===== config.mk =====
export PLATFORM = sky130hd
export DESIGN_NAME = hazard_ctrl_flat
export DESIGN_NICKNAME = d
export VERILOG_FILES = /design/src/rtl/hazard_ctrl_pkg.sv /design/src/rtl/hazard_ctrl_if.sv /design/src/rtl/hazard_ctrl_detect.sv /design/src/rtl/hazard_ctrl.sv /design/src/flat_wrapper.sv
export SDC_FILE = /design/constraint.sdc
export NUM_CORES = 1
export LEC_CHECK = 0
export CORE_ASPECT_RATIO = 0.6
export CORE_MARGIN = 5
export CORE_UTILIZATION = 51
export CTS_BUF_LIST = sky130_fd_sc_hd__clkbuf_4
export DETAILED_ROUTE_END_ITERATION = 8
export PLACE_DENSITY = 0.93
export SLEW_MARGIN = 20
export SYNTH_ARGS = -nofsm -noshare
export SYNTH_HDL_FRONTEND = slang
export SYNTH_SLANG_ARGS = --single-unit

===== constraint.sdc =====
create_clock -name clk -period 5.5 [get_ports clk]
set_clock_uncertainty 0.15 [all_clocks]
set_input_delay 0.825 -clock clk [delete_from_list [all_inputs] [get_ports clk]]
set_output_delay 0.825 -clock clk [all_outputs]
set_load 0.05 [all_outputs]

===== src/rtl/hazard_ctrl_pkg.sv =====
// Shared pipeline definitions for the hazard controller: FSM states, widths, NOP word.
package hazard_ctrl_pkg;

  localparam int unsigned XLEN_DEF = 64;
  localparam int unsigned REG_W    = 5;
  localparam int unsigned INSN_W   = 32;

  localparam logic [INSN_W-1:0] NOP_INSN = '0;

  typedef enum logic [1:0] {
    ST_RUN       = 2'd0,
    ST_DMEM_WAIT = 2'd1,
    ST_IMEM_WAIT = 2'd2,
    ST_REDIRECT  = 2'd3
  } state_e;

endpackage


===== src/rtl/hazard_ctrl_if.sv =====
// Hazard-control bus: pipeline status in, PC/pipeline-register control out.
interface hazard_ctrl_if
  import hazard_ctrl_pkg::*;
#(
  parameter int unsigned XLEN  = XLEN_DEF,
  parameter int unsigned CNT_W = 32
);
  logic [REG_W-1:0] ID_rs1;
  logic [REG_W-1:0] ID_rs2;
  logic [REG_W-1:0] EX_rd;
  logic             EX_MemRead;
  logic             branch_taken;
  logic [XLEN-1:0]  branch_target;
  logic             imem_ready;
  logic             dmem_busy;

  logic             PC_write;
  logic             PC_sel;
  logic [XLEN-1:0]  PC_target;
  logic             IF_ID_stall;
  logic             IF_ID_flush;
  logic             ID_EX_bubble;
  logic             back_stall;
  logic [CNT_W-1:0] stall_cycles;
  logic             timeout_err;

  modport master (
    output ID_rs1, ID_rs2, EX_rd, EX_MemRead, branch_taken, branch_target,
           imem_ready, dmem_busy,
    input  PC_write, PC_sel, PC_target, IF_ID_stall, IF_ID_flush, ID_EX_bubble,
           back_stall, stall_cycles, timeout_err
  );

  modport slave (
    input  ID_rs1, ID_rs2, EX_rd, EX_MemRead, branch_taken, branch_target,
           imem_ready, dmem_busy,
    output PC_write, PC_sel, PC_target, IF_ID_stall, IF_ID_flush, ID_EX_bubble,
           back_stall, stall_cycles, timeout_err
  );
endinterface


===== src/rtl/hazard_ctrl_detect.sv =====
// Load-use hazard detection: a load in EX writes a register the ID instruction reads.
module hazard_detect
  import hazard_ctrl_pkg::*;
(
  input  logic [REG_W-1:0] i_id_rs1,
  input  logic [REG_W-1:0] i_id_rs2,
  input  logic [REG_W-1:0] i_ex_rd,
  input  logic             i_ex_memread,
  output logic             o_load_use_c
);
  logic w_rd_nonzero;

  assign w_rd_nonzero = (i_ex_rd != '0);
  assign o_load_use_c = i_ex_memread && w_rd_nonzero &&
                        ((i_ex_rd == i_id_rs1) || (i_ex_rd == i_id_rs2));
endmodule


===== src/rtl/hazard_ctrl.sv =====
// Pipeline hazard controller: stalls, flushes, deferred redirects, wait timeout, stall statistics.
module hazard_ctrl
  import hazard_ctrl_pkg::*;
#(
  parameter int unsigned XLEN       = XLEN_DEF,
  parameter int unsigned WAIT_LIMIT = 15,
  parameter int unsigned CNT_W      = 32
)(
  input  logic         clk,
  input  logic         reset,
  hazard_ctrl_if.slave bus
);
  localparam int unsigned WCNT_W = $clog2(WAIT_LIMIT + 1);
  localparam int unsigned WCNT_X = WCNT_W + 1;

  state_e            r_state;
  state_e            w_state_nxt;
  logic              r_pend;
  logic [XLEN-1:0]   r_target;
  logic [WCNT_W-1:0] r_wcnt;
  logic              r_timeout;
  logic [CNT_W-1:0]  r_stall_cnt;

  logic              w_load_use;
  logic              w_latch;
  logic              w_pc_write;
  logic              w_pc_sel;
  logic [XLEN-1:0]   w_pc_target;
  logic              w_if_stall;
  logic              w_if_flush;
  logic              w_bubble;
  logic              w_back_stall;
  logic              w_in_wait;
  logic              w_nxt_wait;
  logic [WCNT_X-1:0] w_wcnt_inc;

  hazard_detect u_detect (
    .i_id_rs1     (bus.ID_rs1),
    .i_id_rs2     (bus.ID_rs2),
    .i_ex_rd      (bus.EX_rd),
    .i_ex_memread (bus.EX_MemRead),
    .o_load_use_c (w_load_use)
  );

  // Next state and combinational pipeline controls
  always_comb begin
    w_state_nxt  = r_state;
    w_latch      = 1'b0;
    w_pc_write   = 1'b1;
    w_pc_sel     = 1'b0;
    w_pc_target  = '0;
    w_if_stall   = 1'b0;
    w_if_flush   = 1'b0;
    w_bubble     = 1'b0;
    w_back_stall = 1'b0;
    case (r_state)
      ST_RUN: begin
        if (bus.dmem_busy) begin
          w_back_stall = 1'b1;
          w_if_stall   = 1'b1;
          w_pc_write   = 1'b0;
          w_latch      = bus.branch_taken && !r_pend;
          w_state_nxt  = ST_DMEM_WAIT;
        end else if (bus.branch_taken) begin
          w_pc_sel    = 1'b1;
          w_pc_target = bus.branch_target;
          w_if_flush  = 1'b1;
          w_bubble    = 1'b1;
        end else if (w_load_use) begin
          w_pc_write = 1'b0;
          w_if_stall = 1'b1;
          w_bubble   = 1'b1;
        end else if (!bus.imem_ready) begin
          w_pc_write  = 1'b0;
          w_if_flush  = 1'b1;
          w_state_nxt = ST_IMEM_WAIT;
        end
      end
      ST_DMEM_WAIT: begin
        if (bus.dmem_busy) begin
          w_back_stall = 1'b1;
          w_if_stall   = 1'b1;
          w_pc_write   = 1'b0;
          w_latch      = bus.branch_taken && !r_pend;
        end else begin
          w_state_nxt = r_pend ? ST_REDIRECT : ST_RUN;
        end
      end
      ST_IMEM_WAIT: begin
        if (bus.branch_taken) begin
          w_pc_sel    = 1'b1;
          w_pc_target = bus.branch_target;
          w_if_flush  = 1'b1;
          w_bubble    = 1'b1;
          w_state_nxt = ST_RUN;
        end else if (!bus.imem_ready) begin
          w_pc_write = 1'b0;
          w_if_flush = 1'b1;
        end else begin
          w_state_nxt = ST_RUN;
        end
      end
      default: begin
        w_pc_sel    = 1'b1;
        w_pc_target = r_target;
        w_if_flush  = 1'b1;
        w_bubble    = 1'b1;
        w_state_nxt = ST_RUN;
      end
    endcase
    if (w_if_flush) w_if_stall = 1'b0;
    // Reset forces the free-running pipeline controls regardless of state
    if (reset) begin
      w_state_nxt  = ST_RUN;
      w_latch      = 1'b0;
      w_pc_write   = 1'b1;
      w_pc_sel     = 1'b0;
      w_pc_target  = '0;
      w_if_stall   = 1'b0;
      w_if_flush   = 1'b0;
      w_bubble     = 1'b0;
      w_back_stall = 1'b0;
    end
  end

  assign w_in_wait  = (r_state == ST_DMEM_WAIT) || (r_state == ST_IMEM_WAIT);
  assign w_nxt_wait = (w_state_nxt == ST_DMEM_WAIT) || (w_state_nxt == ST_IMEM_WAIT);
  assign w_wcnt_inc = {1'b0, r_wcnt} + WCNT_X'(1);

  always_ff @(posedge clk) begin
    if (reset) begin
      r_state     <= ST_RUN;
      r_pend      <= 1'b0;
      r_target    <= '0;
      r_wcnt      <= '0;
      r_timeout   <= 1'b0;
      r_stall_cnt <= '0;
    end else begin
      r_state <= w_state_nxt;
      if (w_latch) begin
        r_pend   <= 1'b1;
        r_target <= bus.branch_target;
      end else if (r_state == ST_REDIRECT) begin
        r_pend <= 1'b0;
      end
      // Wait counter saturates at the limit; the error flag is sticky
      if (w_in_wait) begin
        if (w_wcnt_inc >= WCNT_X'(WAIT_LIMIT)) r_timeout <= 1'b1;
        if (!w_nxt_wait)                            r_wcnt <= '0;
        else if (w_wcnt_inc >= WCNT_X'(WAIT_LIMIT)) r_wcnt <= WCNT_W'(WAIT_LIMIT);
        else                                        r_wcnt <= WCNT_W'(w_wcnt_inc);
      end else begin
        r_wcnt <= '0;
      end
      if (!w_pc_write && (r_stall_cnt != '1)) r_stall_cnt <= r_stall_cnt + CNT_W'(1);
    end
  end

  assign bus.PC_write     = w_pc_write;
  assign bus.PC_sel       = w_pc_sel;
  assign bus.PC_target    = w_pc_target;
  assign bus.IF_ID_stall  = w_if_stall;
  assign bus.IF_ID_flush  = w_if_flush;
  assign bus.ID_EX_bubble = w_bubble;
  assign bus.back_stall   = w_back_stall;
  assign bus.stall_cycles = r_stall_cnt;
  assign bus.timeout_err  = r_timeout;
endmodule


===== src/flat_wrapper.sv =====
// flat-port wrapper written by rule: the top's interface ports become plain ports
module hazard_ctrl_flat import hazard_ctrl_pkg::*;
#(
  parameter int unsigned XLEN       = XLEN_DEF,
  parameter int unsigned WAIT_LIMIT = 15,
  parameter int unsigned CNT_W      = 32
)
  (clk, reset, bus_ID_rs1, bus_ID_rs2, bus_EX_rd, bus_EX_MemRead, bus_branch_taken, bus_branch_target, bus_imem_ready, bus_dmem_busy, bus_PC_write, bus_PC_sel, bus_PC_target, bus_IF_ID_stall, bus_IF_ID_flush, bus_ID_EX_bubble, bus_back_stall, bus_stall_cycles, bus_timeout_err);
  hazard_ctrl_if #(.XLEN(XLEN), .CNT_W(CNT_W)) bus_i ();
  input  logic clk;
  input  logic reset;
  input wire logic [$bits(bus_i.ID_rs1)-1:0] bus_ID_rs1;
  input wire logic [$bits(bus_i.ID_rs2)-1:0] bus_ID_rs2;
  input wire logic [$bits(bus_i.EX_rd)-1:0] bus_EX_rd;
  input wire logic [$bits(bus_i.EX_MemRead)-1:0] bus_EX_MemRead;
  input wire logic [$bits(bus_i.branch_taken)-1:0] bus_branch_taken;
  input wire logic [$bits(bus_i.branch_target)-1:0] bus_branch_target;
  input wire logic [$bits(bus_i.imem_ready)-1:0] bus_imem_ready;
  input wire logic [$bits(bus_i.dmem_busy)-1:0] bus_dmem_busy;
  output wire logic [$bits(bus_i.PC_write)-1:0] bus_PC_write;
  output wire logic [$bits(bus_i.PC_sel)-1:0] bus_PC_sel;
  output wire logic [$bits(bus_i.PC_target)-1:0] bus_PC_target;
  output wire logic [$bits(bus_i.IF_ID_stall)-1:0] bus_IF_ID_stall;
  output wire logic [$bits(bus_i.IF_ID_flush)-1:0] bus_IF_ID_flush;
  output wire logic [$bits(bus_i.ID_EX_bubble)-1:0] bus_ID_EX_bubble;
  output wire logic [$bits(bus_i.back_stall)-1:0] bus_back_stall;
  output wire logic [$bits(bus_i.stall_cycles)-1:0] bus_stall_cycles;
  output wire logic [$bits(bus_i.timeout_err)-1:0] bus_timeout_err;
  assign bus_i.ID_rs1 = bus_ID_rs1;
  assign bus_i.ID_rs2 = bus_ID_rs2;
  assign bus_i.EX_rd = bus_EX_rd;
  assign bus_i.EX_MemRead = bus_EX_MemRead;
  assign bus_i.branch_taken = bus_branch_taken;
  assign bus_i.branch_target = bus_branch_target;
  assign bus_i.imem_ready = bus_imem_ready;
  assign bus_i.dmem_busy = bus_dmem_busy;
  assign bus_PC_write = bus_i.PC_write;
  assign bus_PC_sel = bus_i.PC_sel;
  assign bus_PC_target = bus_i.PC_target;
  assign bus_IF_ID_stall = bus_i.IF_ID_stall;
  assign bus_IF_ID_flush = bus_i.IF_ID_flush;
  assign bus_ID_EX_bubble = bus_i.ID_EX_bubble;
  assign bus_back_stall = bus_i.back_stall;
  assign bus_stall_cycles = bus_i.stall_cycles;
  assign bus_timeout_err = bus_i.timeout_err;
  hazard_ctrl #(.XLEN(XLEN), .WAIT_LIMIT(WAIT_LIMIT), .CNT_W(CNT_W)) u_core (.clk(clk), .reset(reset), .bus(bus_i));
endmodule

**Yosys cells after proc, flatten, opt, wreduce, memory -nomap -nowiden**

Index checks and enable logic that the tools add are counted.

- Register bits after elaboration: 104
- Input bits: 85
- Output and inout port bits: 103
- Logic and storage cells: 86

- Add/sub/neg operators: 2
- Order comparisons: 1
- Eq/ne operators: 8
- Multiplexer cells: 52
- Bitwise operators: 2
- Reductions and logical operators: 15

Operators with widths:

| kind | number |
|---|---|
| two-way mux 64 bit | 3 |
| case mux 64 bit (3 select lines) | 1 |
| adder 32 x 1 -> 32 bit, second input constant | 1 |
| two-way mux 1 bit | 32 |
| inequality test 32 bit, second input constant | 1 |
| two-way mux 2 bit | 9 |
| case mux 1 bit (3 select lines) | 4 |
| == test 5 bit | 2 |
| == test 2 bit, second input constant | 3 |
| case mux 2 bit (3 select lines) | 1 |
| adder 4 x 1 -> 5 bit, second input constant | 1 |
| >= comparator 5 x 4 -> 1 bit, second input constant | 1 |
| nonzero test 5 bit | 1 |
| == test 2 x 1 -> 1 bit, second input constant | 2 |
| logical AND 1 bit | 4 |
| two-way mux 4 bit | 1 |
| logical OR 1 bit | 3 |
| OR reduction 3 bit | 1 |
| logical NOT 1 bit | 2 |
| logical NOT 2 bit | 1 |
| NOT 1 bit | 2 |
| case mux 1 bit (2 select lines) | 1 |
| AND reduction 2 bit | 1 |
| nonzero test 2 bit | 1 |
| OR reduction 2 bit | 1 |

**Logic depth before layout (Yosys ltp)**

Gate-level depths: netlist of run 1.

- Word-level depth: 12
- Depth in mapped cells: 10

**Cells and area by module**

A second synthesis of run 1 with hierarchy kept.

- Cells, all modules: 726
- Area total of the unflattened synthesis: 5,632.9 µm²

By module, submodules not included:

| module | instances | cells each | area an instance (µm²) | sequential area each (µm²) |
|---|---|---|---|---|
| hazard_ctrl | 1 | 709 | 5,507.8 | 2,082.0 |
| hazard_detect | 1 | 17 | 125.1 | 0.0 |

**Worst setup path after synthesis of run 1**

No wires, ideal clock.

- Kind: input to output
- Start: in bus_EX_rd[4]
- End: out bus_ID_EX_bubble
- Arrival time: 2,644 ps
- Required time: 4,525 ps
- Setup slack: 1,881 ps
- Cell stages on the path: 5
- Buffers on the path: 0
- Cell sequence: xnor2_1 -> nand3_1 -> o22ai_2 -> nand2_1 -> o31ai_1

- Cells in the longest elaborated chain, start to end: 8
- Elaborated cells between the ends (all ways): 11
- Classes of those cells: 2 x eq/ne; 5 x mux; 4 x reduce/logical

RTL lines:

| element | line | text |
|---|---|---|
| start, declared | flat_wrapper.sv:14 | `input wire logic [$bits(bus_i.EX_rd)-1:0] bus_EX_rd;` |
| == test 5 bit or nonzero test 5 bit (tied branches) | hazard_ctrl_detect.sv:15, hazard_ctrl_detect.sv:13 |  |
| logical OR 1 bit or logical AND 1 bit (tied branches) | hazard_ctrl_detect.sv:15, hazard_ctrl_detect.sv:14 |  |
| logical AND 1 bit (*) | hazard_ctrl_detect.sv:14 | `assign o_load_use_c = i_ex_memread && w_rd_nonzero &&` |
| two-way mux 1 bit (*) | hazard_ctrl.sv:69 | `end else if (w_load_use) begin` |
| two-way mux 1 bit (*) | hazard_ctrl.sv:64 | `end else if (bus.branch_taken) begin` |
| two-way mux 1 bit (*) | hazard_ctrl.sv:58 | `if (bus.dmem_busy) begin` |
| case mux 1 bit (3 select lines) (*) | hazard_ctrl.sv:56 | `case (r_state)` |
| two-way mux 1 bit (*) | hazard_ctrl.sv:113 | `if (reset) begin` |
| end, declared | flat_wrapper.sv:25 | `output wire logic [$bits(bus_i.ID_EX_bubble)-1:0] bus_ID_EX_bubble;` |

Mark *: on every way between the ends. The rest lies on a longest branch, timed or not.

**Worst setup path in the final report of run 1**

- Start: in bus_dmem_busy
- End: out bus_PC_target[21]

- Cells in the longest elaborated chain, start to end: 3

RTL lines:

| element | line | text |
|---|---|---|
| start, declared | flat_wrapper.sv:19 | `input wire logic [$bits(bus_i.dmem_busy)-1:0] bus_dmem_busy;` |
| two-way mux 64 bit | hazard_ctrl.sv:58 |  |
| case mux 64 bit (3 select lines) | hazard_ctrl.sv:56 |  |
| two-way mux 64 bit | hazard_ctrl.sv:113 |  |
| end, declared | flat_wrapper.sv:22 | `output wire logic [$bits(bus_i.PC_target)-1:0] bus_PC_target;` |

Every way passes these cells.

==> out/metrics.yaml, run 1 <==
die:
  num_rows: 29
  core-area_um2: 10700
  ios: 188
  die_h_um: 91.6
  die_w_um: 146
  dieArea_um2: 13400
  start_util: 0.529
routing:
  firstDrtPassIters: 5
  drcViolationCount: 0
  drt_iter0_drc: 439
  post_drt_wl_per_cell_um: 16.1
  drt-total-wl_mm: 16.7
  routed-via-count: 5875
  drtAntennaViolNets: 0
  detail_route.vias_per_cell: 5.68
critical_path:
  cp_max_fo: 66
  cp_data_required_time_ps: 4530
  crit_type: "input pin to primary output"
  endpoint_kind: "primary output"
  r2r_end: "u_core.bus.stall_cycles[17]"
  cp-endpoint: "bus_PC_target[21]"
  arrival_ps: 3570
  startpoint: "bus_dmem_busy"
  reg2reg_slack_ps: 2530
  start_kind: "input pin"
  r2r-start: "u_core.r_state[1]"
  rr_worst_depth: 9
cts:
  cts_buffers: 9
  clk_path_buf_depth: 2
  cts_setup_buffers: 0
  clkSinkCount: 104
  clkTransAtPathRegs_ps: 150
  tritoncts: "done"
  postCtsHoldBufs: 0
  htreeDepth: 3
  clkLatencyLatePin_ps: 450
  cts-root-buf: "clkbuf_4"
  post_cts_resized: 0
synthesis:
  yosysUniqueCellTypes: 52
  muxShareOfSynthArea: 0.123
  synth-simple-area-share: 0.263
  synth-edff-count: 0
  synth_area_um2: 5670
  synth_flop_cell: "dfxtp_1"
  synth.avg_cell_area_um2: 7.69
  yosys.area.top_type: "dfxtp_1"
  synth_fa_ha_area_frac: 0.0155
  synth_top_family_by_area: "simple AND/OR/NAND/NOR gates"
  synth.top_cell.area_share: 0.367
  synthXorXnorAreaFrac: 0.0186
  ys_seq_area_frac: 0.367
  yosysWarnings: 0
  syn_nets: 829
  yosys-top-cells-area: "dfxtp_1 (37%), mux2i_1 (11%), nand2_1 (10%), a21oi_1 (8.6%), nor2_1 (5.2%)"
  synth_compound_area_frac: 0.159
  syn-instance-count: 737
  synth-seq-cells: 104
  synthArstFlopShare: 0
global_routing:
  grt_max_degree: 75
  antenna_found_initial: 0
  grt_pass1_vias: 5328
  grt.overflow.total: 0
  grt_first_pass_wirelength_mm: 26.9
  track_usage: 0.238
pwr:
  internal_power_w: 0.00102
  p_switching_w: 0.000497
  peakVddDrop_uv: 121
  clkPwrFrac: 0.234
  p_leak_nw: 2.41
  power_frac_seq: 0.522
  p_comb_frac: 0.244
  switching_share: 0.329
  pwr_density_cell_nw_per_um2: 198
worst_hold_path:
  holdPathStages: 2
  min_path_type: "register to register"
timing:
  finalMaxSlewViolations: 0
  slew_headroom: 0.484
  final_hold_viol_count: 0
  hold_slack_ps: 318
  fin_setup_tns_ps: 0
  finalCritPeriodShare: 0.826
  setup_viol: 0
  period_minus_slack_ps: 4540
  tightest_slew_ps: 774
  rsz0062_at_grt: "false"
  max_freq_mhz: 220
finish:
  num_antenna_cells: 0
  nets: 982
  multi_input_area_um2: 3310
  ff_latch_area_um2: 2080
  n_fill_cell: 817
  stdcell_area_um2: 7650
  layout-drive-gt1-share: 0.0402
  area_growth_pct: 35.0
placed_design:
  placedInstanceArea_um2: 7540
  dp_hpwl_mm: 11.8
  gp_congestion: 0.887
  portBuffers: 187
run:
  cap_violations: 0
run_status:
  status: "completed"
==> cells in the mapped netlist, drive strengths merged (4+ instances only) <==
master	n
ha	7
dfxtp	104
a21oi	98
nand3	21
nor4	5
and3	6
nand4	7
xnor2	11
and2	4
or3	7
nor2	78
o211ai	7
nand2	155
o31ai	22
o21ai	12
nor2b	5
nor3	5
or4	18
clkbuf	30
buf	21
inv	15
mux2i	65
mux2	4
==> worst max-delay path, cell delays in order <==
cell and delay, ps:
clkdlybuf4s50_1 610, nand2b_1 220, nand2_1 140, a21oi_1 180, or2_4 610, nor2_1 170, clkdlybuf4s50_1 740
==> stage by stage <==
stage	worst slack, ps	utilization	instances	power (W)
finish	957	0.715	1034	0.00151
global placement	628	0.704	1018	0.00116
global route	781	0.715	1034	0.00158
detailed placement	949	0.704	1018	0.00117
CTS	945	0.715	1034	0.00152
floorplan	1880	-	737	0.00103
==> final cells by class <==
| class | count | share of cell area |
|---|---|---|
| Clock buffer | 9 | 0.00883 |
| Clock inverter | 7 | 0.00605 |
| Inverter | 15 | 0.00736 |
| Multi-Input combinational cell | 567 | 0.433 |
| Sequential cell | 104 | 0.272 |
| Tap cell | 139 | 0.0227 |
| Timing Repair Buffer | 193 | 0.250 |
==> cells by family (layout without fill, tap and decap cells) <==
logic type      Yosys count  in the layout
compound gates          154            154
xor+xnor                 12             12
fa+ha+maj                 7              7
buf+inv                  66            224
flops                   104            104
mux                      69             69
simple gates            325            325
==> power groups by stage <==
stage / clock, W / combinational [W] / sequential (W)
after global placement: 0 / 0.000361 / 0.000804
after CTS: 0.000365 / 0.000367 / 0.000789
final: 0.000354 / 0.000368 / 0.000790
after global routing: 0.000398 / 0.000393 / 0.000793
after detailed placement: 0 / 0.000365 / 0.000805
after floorplan: 0 / 0.000222 / 0.000804
==> placed cells by master, fill, tap and decap left out, drive strengths merged, types with 6 or more instances in the layout <==
master         Yosys  final
a21oi             98     98
and3               6      6
buf               21      7
clkbuf            30      9
clkdlybuf4s50      0    186
dfxtp            104    104
ha                 7      7
inv               15     16
mux2i             65     65
nand2            155    155
nand3             21     21
nand4              7      7
nor2              78     78
o211ai             7      7
o21ai             12     12
o31ai             22     22
or3                7      7
or4               18     18
xnor2             11     11
==> registers in the layout, summed over array words and instances, names as in the netlist <==
register,flops
u_core.bus.timeout_err,1
u_core.r_target,64
u_core.bus.stall_cycles,32
u_core.r_wcnt,4
u_core.r_pend,1
u_core.r_state,2
==> worst min path at each step <==
stage | start | endpoint | slack (ps)
final | u_core.r_target[19] | u_core.r_target[19] | 320
after global routing | u_core.r_target[48] | u_core.r_target[48] | 340
after CTS | u_core.r_target[2] | u_core.r_target[2] | 320
after detailed placement | u_core.r_target[2] | u_core.r_target[2] | 300
after global placement | u_core.r_target[35] | u_core.r_target[35] | 290
after floorplan | u_core.r_target[0] | u_core.r_target[0] | 290
==> routing by layer <==
metal  global-route usage  routed length, µm  vias to the layer above  share of wire
li1                     -                  -                     2880              -
met3               0.0704               1540                       23          0.092
met4               0.0430                179                        0          0.011
met2                0.371               7450                      278           0.45
met5                    0                  0                        -              0
met1                0.332               7500                     2694           0.45
No activity file was read; power rests on OpenSTA's default activity.
==> run 2, diff against run 1 <==
--- a/config.mk
+++ b/config.mk
@@ -7,10 +7,10 @@
 export LEC_CHECK = 0
 export CORE_ASPECT_RATIO = 0.6
 export CORE_MARGIN = 5
-export CORE_UTILIZATION = 51
+export CORE_UTILIZATION = 43
 export CTS_BUF_LIST = sky130_fd_sc_hd__clkbuf_4
 export DETAILED_ROUTE_END_ITERATION = 8
-export PLACE_DENSITY = 0.93
+export PLACE_DENSITY = 0.84
 export SLEW_MARGIN = 20
 export SYNTH_ARGS = -nofsm -noshare
 export SYNTH_HDL_FRONTEND = slang
==> constraint.sdc (replaced) <==
create_clock -name clk -period 3.91 [get_ports clk]
set_clock_uncertainty 0.15 [all_clocks]
set_input_delay 0.5865 -clock clk [delete_from_list [all_inputs] [get_ports clk]]
set_output_delay 0.5865 -clock clk [all_outputs]
set_load 0.05 [all_outputs]
==> run 2 against run 1 <==
Compared with the run above: combinational power is 42% higher; utilization is 13 points lower; total power is 43% higher; critical path depth is 2 higher; critical path type is now register to primary output; critical endpoint is now bus_PC_target[25]; highest routed layer unchanged.
==> out/metrics.yaml, run 2 (same netlist as run 1, synthesis figures left out) <==
timing:
  tightest_slew_ps: 955  # +181 ps
  max_freq_mhz: 275
  setup_viol: 0  # unchanged
  finalCritPeriodShare: 0.929
  slew_headroom: 0.360  # -0.124
  finalMaxSlewViolations: 0  # unchanged
  final_hold_viol_count: 0  # unchanged
  fin_setup_tns_ps: 0  # unchanged
  rsz0062_at_grt: "false"
  period_minus_slack_ps: 3630
pwr:
  p_leak_nw: 2.58  # +7.1%
  power.total_w: 0.00216  # +43%
  pwr_density_cell_nw_per_um2: 284  # +44%
  peakVddDrop_uv: 163  # +35%
finish:
  num_antenna_cells: 0  # unchanged
  largest_register_ffs: 64  # unchanged
  area_growth_pct: 34.1
  multi_input_area_um2: 3310  # about the same
  ff_latch_area_um2: 2080  # unchanged
  layout-drive-gt1-share: 0.120  # +0.0800
  mostFrequentLayoutCell: "nand2_1"
  largest_register: "u_core.r_target"
  nets: 985  # +0.31%
  final_cell_mix: "nand2_1 (155), clkdlybuf4s50_1 (117), dfxtp_1 (104)"
  n_fill_cell: 1201  # +47%
die:
  core-area_um2: 12900  # +20%
  die_h_um: 98.9  # +7.9%
  start_util: 0.439  # -0.0898
  dieArea_um2: 15600  # +17%
  num_rows: 32  # +10%
  ios: 188  # unchanged
  die_w_um: 158  # +8.3%
global_routing:
  track_usage: 0.200  # -0.0372
  grt_pass1_vias: 5259  # -1.3%
  grt.overflow.total: 0  # unchanged
  grt_first_pass_wirelength_mm: 26.0  # -3.1%
  grt_max_degree: 66  # -12%
  antenna_found_initial: 0  # unchanged
critical_path:
  startpoint: "u_core.r_state[1]"
  crit_chain: "inv_1, ha_1, nand2b_1, nand2_1, a21oi_1, or2_2, buf_12, nor2_1, buf_4"
  cp_data_required_time_ps: 3170  # -1360 ps
  cp_max_fo: 29  # -56%
  rr_worst_depth: 9  # unchanged
  crit_family: "simple AND/OR/NAND/NOR gates"
  start_kind: "register"
  r2r_end: "u_core.bus.stall_cycles[14]"
  crit_type: "register to primary output"
  crit_buf_inv: 3  # +1
  arrival_ps: 2900  # -670 ps
  endpoint_kind: "primary output"
  r2r-start: "u_core.r_state[1]"
  slowest_stage: "or2_2"
  reg2reg_slack_ps: 930  # -1600 ps
  slowest_delay_ps: 490  # -250 ps
routing:
  firstDrtPassIters: 5  # unchanged
  post_drt_wl_per_cell_um: 15.3  # -5.0%
  drt-total-wl_mm: 16.4  # -1.9%
  detail_route.vias_per_cell: 5.33  # -6.1%
  drtAntennaViolNets: 0  # unchanged
  drt_iter0_drc: 346  # -21%
  drcViolationCount: 0  # unchanged
  routed-via-count: 5697  # -3.0%
cts:
  postCtsHoldBufs: 0  # unchanged
  post_cts_resized: 0  # unchanged
  cts-root-buf: "clkbuf_4"
  tritoncts: "done"
  cts_buffers: 9  # unchanged
  clk_path_buf_depth: 2  # unchanged
  htreeDepth: 3  # unchanged
  clkLatencyLatePin_ps: 460  # about the same
  cts_setup_buffers: 0  # unchanged
  clkTransAtPathRegs_ps: 170  # +20 ps
  clkSinkCount: 104  # unchanged
worst_hold_path:
  min_path_type: "register to register"
  holdPathEnd: "u_core.r_target[42]"
  min_from: "u_core.r_target[42]"
  holdPathStages: 2  # unchanged
run:
  cap_violations: 0  # unchanged
run_status:
  status: "completed"
placed_design:
  gp_congestion: 0.851  # -4.0%
  dp_hpwl_mm: 11.9  # about the same
  portBuffers: 187  # unchanged
==> run 2: worst max-delay path by stage <==
stage,to,slack [ps],cells after the start
6_report,bus_PC_target[25],280,9
5_1_grt,bus_PC_target[41],40,9
4_1_cts,bus_PC_target[25],240,9
3_5_place_dp,bus_PC_target[25],400,8
3_3_place_gp,bus_PC_target[11],460,8
2_1_floorplan,bus_ID_EX_bubble,770,5
==> run 2: report_power, final <==
group | switching [W] | internal (W) | total, W
clock | 0.000378 | 0.000149 | 0.000526
combinational | 0.000311 | 0.000210 | 0.000521
sequential | 0.0000208 | 0.00109 | 0.00111
total | 0.000710 | 0.00145 | 0.00216
==> run 2: routing by layer <==
| metal | up-vias | part of all wire | track usage |
|---|---|---|---|
| met5 | - | 0 | 0 |
| met4 | 0 | 0.0097 | 0.0360 |
| met3 | 15 | 0.092 | 0.0636 |
| met2 | 212 | 0.42 | 0.292 |
| met1 | 2595 | 0.48 | 0.292 |
| li1 | 2875 | - | - |
==> run 2: layout make-up <==
| cell class | instances | share of cell area |
|---|---|---|
| inverter | 15 | 0.00741 |
| clock buffer | 10 | 0.00988 |
| sequential | 104 | 0.274 |
| tap | 170 | 0.0280 |
| multi-input combinational | 567 | 0.435 |
| clock inverter | 6 | 0.00675 |
| timing repair buffer | 196 | 0.239 |
==> run 2: stage by stage <==
step / std cells / util / setup slack [ps] / area (µm²) / hold WS (ps)
2_1_floorplan: 737 / - / 768 / 5670 / 286
3_3_place_gp: 1052 / 0.580 / 458 / 7470 / 292
3_5_place_dp: 1052 / 0.580 / 400 / 7470 / 298
4_1_cts: 1068 / 0.589 / 243 / 7600 / 273
5_1_grt: 1068 / 0.589 / 43.2 / 7600 / 297
6_report: 1068 / 0.589 / 277 / 7600 / 315
==> run 2: tightest hold or removal path, delay by kind of cell (launching register included) <==
kind | cells | cell delay (ps)
DFF | 1 | 340
and+or+nand+nor | 1 | 50
AOI/OAI and AO/OA | 1 | 50
